## src/rtl/lif_pkg.sv

```systemverilog
// Shared types and defaults for the LIF inference run controller.
package lif_pkg;

  typedef enum logic [2:0] {
    S_IDLE,
    S_CLEAR,
    S_RUN,
    S_DRAIN,
    S_DONE
  } state_e;

  localparam int CLEAR_CYCLES_DEF = 2;
  localparam int DRAIN_CYCLES_DEF = 3;

endpackage

```

## src/rtl/lif_sat_counter.sv

```systemverilog
// Saturating up-counter with synchronous clear (clear wins over enable).
module lif_sat_counter #(
  parameter int W = 8
) (
  input  logic         clk,
  input  logic         rst,
  input  logic         clr_i,
  input  logic         en_i,
  output logic [W-1:0] cnt_o
);

  logic [W-1:0] cnt_q, cnt_d;

  always_comb begin
    cnt_d = cnt_q;
    if (clr_i) begin
      cnt_d = '0;
    end else if (en_i && (cnt_q != '1)) begin
      cnt_d = cnt_q + 1'b1;
    end
  end

  always_ff @(posedge clk or posedge rst) begin
    if (rst) begin
      cnt_q <= '0;
    end else begin
      cnt_q <= cnt_d;
    end
  end

  assign cnt_o = cnt_q;

endmodule

```

## src/rtl/lif_run_controller.sv

```systemverilog
// Inference sequencer: clear, drive stimulus for N steps, drain,
// then hand back spike count and first-spike step.
module lif_run_controller
  import lif_pkg::*;
#(
  parameter int STEPS_W      = 8,
  parameter int CNT_W        = 8,
  parameter int CLEAR_CYCLES = CLEAR_CYCLES_DEF,
  parameter int DRAIN_CYCLES = DRAIN_CYCLES_DEF
) (
  input  logic               clk,
  input  logic               rst,
  input  logic               start_valid,
  output logic               start_ready,
  input  logic [7:0]         stim,
  input  logic [STEPS_W-1:0] num_steps,
  input  logic               abort,
  output logic [7:0]         net_current,
  output logic               net_rst_n,
  input  logic               net_spike,
  output logic               result_valid,
  input  logic               result_ready,
  output logic [CNT_W-1:0]   spike_count,
  output logic [STEPS_W:0]   first_spike_step,
  output logic               busy
);

  localparam int CW   = $clog2(CLEAR_CYCLES + DRAIN_CYCLES + 1);
  localparam int PH_W = (STEPS_W > CW) ? STEPS_W : CW;

  state_e             state_q, state_d;
  logic [7:0]         stim_q, stim_d;
  logic [STEPS_W-1:0] steps_q, steps_d;
  logic [PH_W-1:0]    ph_q, ph_d;
  logic [7:0]         cur_q, cur_d;
  logic               nrst_q, nrst_d;
  logic               rv_q, rv_d;
  logic               busy_q, busy_d;
  logic               rdy_q, rdy_d;
  logic [STEPS_W:0]   first_q, first_d;
  logic               seen_q, seen_d;
  logic [STEPS_W:0]   step_cnt;
  logic               accept;
  logic               counting;

  // Abort in IDLE blocks a simultaneous start.
  assign start_ready = rdy_q & ~abort;
  assign accept      = start_valid & start_ready;
  assign counting    = (state_q == S_RUN) || (state_q == S_DRAIN);

  always_comb begin
    state_d = state_q;
    stim_d  = stim_q;
    steps_d = steps_q;
    ph_d    = ph_q;
    unique case (state_q)
      S_IDLE: begin
        if (accept) begin
          stim_d  = stim;
          steps_d = num_steps;
          ph_d    = PH_W'(CLEAR_CYCLES - 1);
          state_d = S_CLEAR;
        end
      end
      S_CLEAR: begin
        if (ph_q != '0) begin
          ph_d = ph_q - 1'b1;
        end else if (steps_q == '0) begin
          ph_d    = PH_W'(DRAIN_CYCLES - 1);
          state_d = S_DRAIN;
        end else begin
          ph_d    = PH_W'(steps_q - 1'b1);
          state_d = S_RUN;
        end
      end
      S_RUN: begin
        if (ph_q != '0) begin
          ph_d = ph_q - 1'b1;
        end else begin
          ph_d    = PH_W'(DRAIN_CYCLES - 1);
          state_d = S_DRAIN;
        end
      end
      S_DRAIN: begin
        if (ph_q != '0) begin
          ph_d = ph_q - 1'b1;
        end else begin
          state_d = S_DONE;
        end
      end
      S_DONE: begin
        if (result_ready) begin
          state_d = S_IDLE;
        end
      end
      default: state_d = S_IDLE;
    endcase
    if (abort && (state_q != S_IDLE)) begin
      state_d = S_IDLE;
    end
  end

  always_comb begin
    first_d = first_q;
    seen_d  = seen_q;
    if (accept) begin
      first_d = '1;
      seen_d  = 1'b0;
    end else if (counting && net_spike && !seen_q) begin
      first_d = step_cnt;
      seen_d  = 1'b1;
    end
  end

  // Outputs are registered from the next state so they align with state_q.
  always_comb begin
    cur_d  = (state_d == S_RUN) ? stim_d : 8'h00;
    nrst_d = (state_d == S_RUN) || (state_d == S_DRAIN);
    rv_d   = (state_d == S_DONE);
    busy_d = (state_d != S_IDLE);
    rdy_d  = (state_d == S_IDLE);
  end

  always_ff @(posedge clk or posedge rst) begin
    if (rst) begin
      state_q <= S_IDLE;
      stim_q  <= '0;
      steps_q <= '0;
      ph_q    <= '0;
      cur_q   <= '0;
      nrst_q  <= 1'b0;
      rv_q    <= 1'b0;
      busy_q  <= 1'b0;
      rdy_q   <= 1'b1;
      first_q <= '1;
      seen_q  <= 1'b0;
    end else begin
      state_q <= state_d;
      stim_q  <= stim_d;
      steps_q <= steps_d;
      ph_q    <= ph_d;
      cur_q   <= cur_d;
      nrst_q  <= nrst_d;
      rv_q    <= rv_d;
      busy_q  <= busy_d;
      rdy_q   <= rdy_d;
      first_q <= first_d;
      seen_q  <= seen_d;
    end
  end

  lif_sat_counter #(.W(STEPS_W + 1)) u_step_cnt (
    .clk   (clk),
    .rst   (rst),
    .clr_i (accept),
    .en_i  (counting),
    .cnt_o (step_cnt)
  );

  lif_sat_counter #(.W(CNT_W)) u_spike_cnt (
    .clk   (clk),
    .rst   (rst),
    .clr_i (accept),
    .en_i  (counting & net_spike),
    .cnt_o (spike_count)
  );

  assign net_current      = cur_q;
  assign net_rst_n        = nrst_q;
  assign result_valid     = rv_q;
  assign busy             = busy_q;
  assign first_spike_step = first_q;

endmodule

```

## config.mk

```make
export PLATFORM = sky130hd
export DESIGN_NAME = lif_run_controller
export DESIGN_NICKNAME = d
export VERILOG_FILES = /design/src/rtl/lif_pkg.sv /design/src/rtl/lif_sat_counter.sv /design/src/rtl/lif_run_controller.sv
export SDC_FILE = /design/constraint.sdc
export NUM_CORES = 1
export LEC_CHECK = 0
export ABC_CLOCK_PERIOD_IN_PS = 3500
export CORE_ASPECT_RATIO = 1.4
export CORE_UTILIZATION = 34
export CTS_CLUSTER_DIAMETER = 150
export DETAILED_ROUTE_END_ITERATION = 10
export GPL_ROUTABILITY_DRIVEN = 0
export GPL_TIMING_DRIVEN = 0
export PLACE_DENSITY_LB_ADDON = 0.2
export SKIP_LAST_GASP = 1
export SLEW_MARGIN = 15
export SYNTH_ARGS = -nofsm -noshare
export SYNTH_HDL_FRONTEND = slang
export SYNTH_SLANG_ARGS = --single-unit
```

## constraint.sdc

```tcl
create_clock -name clk -period 3.5 [get_ports clk]
set_input_delay 0.7 -clock clk [delete_from_list [all_inputs] [get_ports clk]]
set_output_delay 0.7 -clock clk [all_outputs]
set_load 0.02 [all_outputs]
```

==> results of run 1 <==
## Yosys cell counts, types with 5 or more instances
cell | count | area share
or3_1 | 6 | 0.012
nand3_1 | 9 | 0.014
ha_1 | 6 | 0.024
nand2_1 | 15 | 0.018
nand4_1 | 5 | 0.0099
inv_1 | 7 | 0.0083
a21oi_1 | 8 | 0.013
o21ai_1 | 5 | 0.0079
nor2b_1 | 9 | 0.018
o21ai_0 | 7 | 0.011
nor2_1 | 25 | 0.030
xor2_1 | 9 | 0.025
o22a_1 | 10 | 0.028
xnor2_1 | 7 | 0.019
nor3_1 | 7 | 0.011
mux2_2 | 14 | 0.050
dfrtp_1 | 56 | 0.44
dfstp_2 | 10 | 0.083
## final timing paths
kind                                        endpoint  slack [ns]  cells past startpoint
max in group asynchronous                      rdy_q        2.18                      3
worst max-delay path                     start_ready        0.77                      3
worst min-delay path                       stim_q[5]        0.48                      1
min in group asynchronous       u_spike_cnt.cnt_o[3]        0.75                      2
worst min register to register             stim_q[5]        0.48                      1
worst max register to register               ph_q[3]        1.16                      8
## where the power goes
| group | switching (uW) | leakage [uW] | internal, uW |
|---|---|---|---|
| sequential | 168 | 0.000842 | 996 |
| combinational | 478 | 0.000741 | 475 |
| clock | 295 | 0.000156 | 658 |
| total | 941 | 0.00174 | 2130 |
## critical path, delay by kind of cell
kind / cells / cell delay, ns
buffers and inverters: 2 / 1.16
AND/OR/NAND/NOR: 1 / 0.17
## through the flow
step	hold WS [ns]	total power, uW	instance area, um^2	instances	setup slack (ns)
4_1_cts	0.482	3120	4130	453	0.752
6_report	0.477	3070	4130	453	0.768
3_3_place_gp	0.466	2120	3790	437	-0.0728
3_5_place_dp	0.470	2140	3810	438	0.622
5_1_grt	0.499	3260	4130	453	0.702
2_1_floorplan	0.454	1830	3150	280	1.16
## logic make-up after synthesis
group,after synthesis,synth area share
AO/OA/AOI/OAI,52,0.119
XOR/XNOR,16,0.0445
adder cells (fa/ha/maj),7,0.0270
buffers and inverters,17,0.0258
flip-flops,66,0.528
multiplexers,20,0.0703
AND/OR/NAND/NOR,102,0.186
## sequential cells by signal, indices dropped and copies added, names as in the netlist
| register | cells |
|---|---|
| busy | 1 |
| first_spike_step | 9 |
| net_current | 8 |
| net_rst_n | 1 |
| ph_q | 8 |
| rdy_q | 1 |
| result_valid | 1 |
| seen_q | 1 |
| state_q | 3 |
| steps_q | 8 |
| stim_q | 8 |
| u_spike_cnt.cnt_o | 8 |
| u_step_cnt.cnt_o | 9 |
## layout make-up
type	count	area, um^2	area share
Buffer	9	51.3	0.0124
Clock buffer	13	260	0.0630
Clock inverter	2	60.1	0.0145
Inverter	8	32.5	0.00788
Multi-Input combinational cell	197	1410	0.341
Sequential cell	66	1660	0.403
Tap cell	107	134	0.0324
Timing Repair Buffer	51	520	0.126
## layer usage
layer	global-route usage	part of all wire	vias up
met1	0.157	0.43	1148
met3	0.0392	0.033	2
li1	-	-	1137
met4	0.0575	0.0063	0
met2	0.264	0.53	36
met5	0	0	-
==> results.md, run 1 <==
* Outcome: finished, final reports clean
* Synthesized area per cell at 11.3 um^2
* Startpoint types: primary input
* HP Start: stim_q[5]
* DP HPWL at 4580 um
* GRT Overall Usage at 0.144
* Syn nets at 308
* Clk sink count at 66
* First-pass GRT wire length at 11000 um
* Reg clk slew, reported paths at 0.05 ns
* Hold_buf cts at 0
* N_diodes at 0
* Root buf cell: clkbuf_16
* Area Growth Syn to Fin at 31.0%
* Slowest CP cell: clkdlybuf4s50_1
* Antenna violations before repair at 0
* Synth Flop Type: dfrtp_1
* Pwr Density at 744 nW/um^2
* Vias in the first global route at 2367
* Ys Warns at 0
* FFs w/ async S/R, synth at 1.00
* Post-synthesis sequential area ratio at 0.528
* Crit path required time at 2.80 ns
* Yosys reg bits at 66
* Crit-path max cell delay at 0.62 ns
* DRC errors left at 0
* Leakage power at 0.00174 uW
* Syn Inst Count at 280
* Synth unique cells at 60
* Nets@finish at 370
* Drt first pass iters at 4
* IO Count at 51
* Via count at around 2300
* Final setup TNS at 0 ns
* Max Slew Vio Count at 0
* Worst min path class: reg2reg
* Layout cells sized above 1 at 0.150
* CP Cell Sequence: clkdlybuf4s50_1, nor2b_1, clkdlybuf4s50_1
* Final min period at 2.73 ns
* Cell mode on critical path: clkdlybuf4s50_1
* Final setup fails at 0
* Clock latency on the worst-skew pair at 0.32 ns
* Setup crit start: abort
* Worst Clk Skew at 0.00607 ns
* Postcts setup bufs at 0
* Initial drt markers at between 60 and 70
* Filler instances at ~870
* Routed Antenna Nets at 0
* Post-synthesis instance area at 3150 um^2
* Max Clock Freq at 0.366 GHz
* Number of synthesized flops with an enable pin at 0
* Relative slew slack at 0.544
* Crit path DAT at 2.03 ns
* Peak VDD IR at 0.527 mV
* Vias per cell at 5.13
* CP Class: in2out
* H-tree lvl count at 3
* TritonCTS buffer count at 9
* Slew at the pin with the worst max-slew slack at 0.667 ns
* Maximum number of pins on one net before global-route repair at 35
* Wirelength per Cell at 14.0 um
* Unrepaired setup endpoints after global routing: no
* Cell Rows at slightly above 40
* Post-cts resize count at 0
* Initial Util at 0.349
* Crit-path max FO at 8
* Final core occ at 0.457
* FF-to-FF Start: ph_q[0]
* CTS tree: built
* Max-Cap Viols at 0
* Die H at 116 um
* Port bufs at 50
* Die W at around 83 um
* Tcrit/Tclk final at 0.781
* Most common cell after layout, fill and taps aside: dfrtp_1
* Area of the core at 9030 um^2
* Routed WL at 6330 um
* Final Hold Fails at 0
* Commonest non-fill, non-tap cells in the layout: 56 x dfrtp_1, 50 x clkdlybuf4s50_1, 25 x nor2_1
* Worst Setup End Kind: output pin
* Die area at 9660 um^2
* Overflow after GRT at 0
* Clock Path Buffers at 2
No activity file was read; power rests on OpenSTA's default activity.
==> run 2: changes to the inputs <==
--- a/config.mk
+++ b/config.mk
@@ -5,7 +5,7 @@
 export SDC_FILE = /design/constraint.sdc
 export NUM_CORES = 1
 export LEC_CHECK = 0
-export ABC_CLOCK_PERIOD_IN_PS = 3500
+export ABC_CLOCK_PERIOD_IN_PS = 2500
 export CORE_ASPECT_RATIO = 1.4
 export CORE_UTILIZATION = 34
 export CTS_CLUSTER_DIAMETER = 150
==> constraint.sdc (replaced) <==
create_clock -name clk -period 2.5 [get_ports clk]
set_input_delay 0.5 -clock clk [delete_from_list [all_inputs] [get_ports clk]]
set_output_delay 0.5 -clock clk [all_outputs]
set_load 0.02 [all_outputs]
==> results of run 2 <==
The final DEF is identical to that of run 1. Status: finished, final reports clean.
Main changes from that run: setup slack after placement 0.622 ns -> -0.178 ns; setup slack after layout 0.768 ns -> 0.143 ns; end point of the critical path start_ready -> net_current[5]; register-to-register setup slack 1.16 ns -> 0.16 ns; total power 3070 uW -> 4300 uW; worst IR drop on VDD 0.527 mV -> 0.737 mV
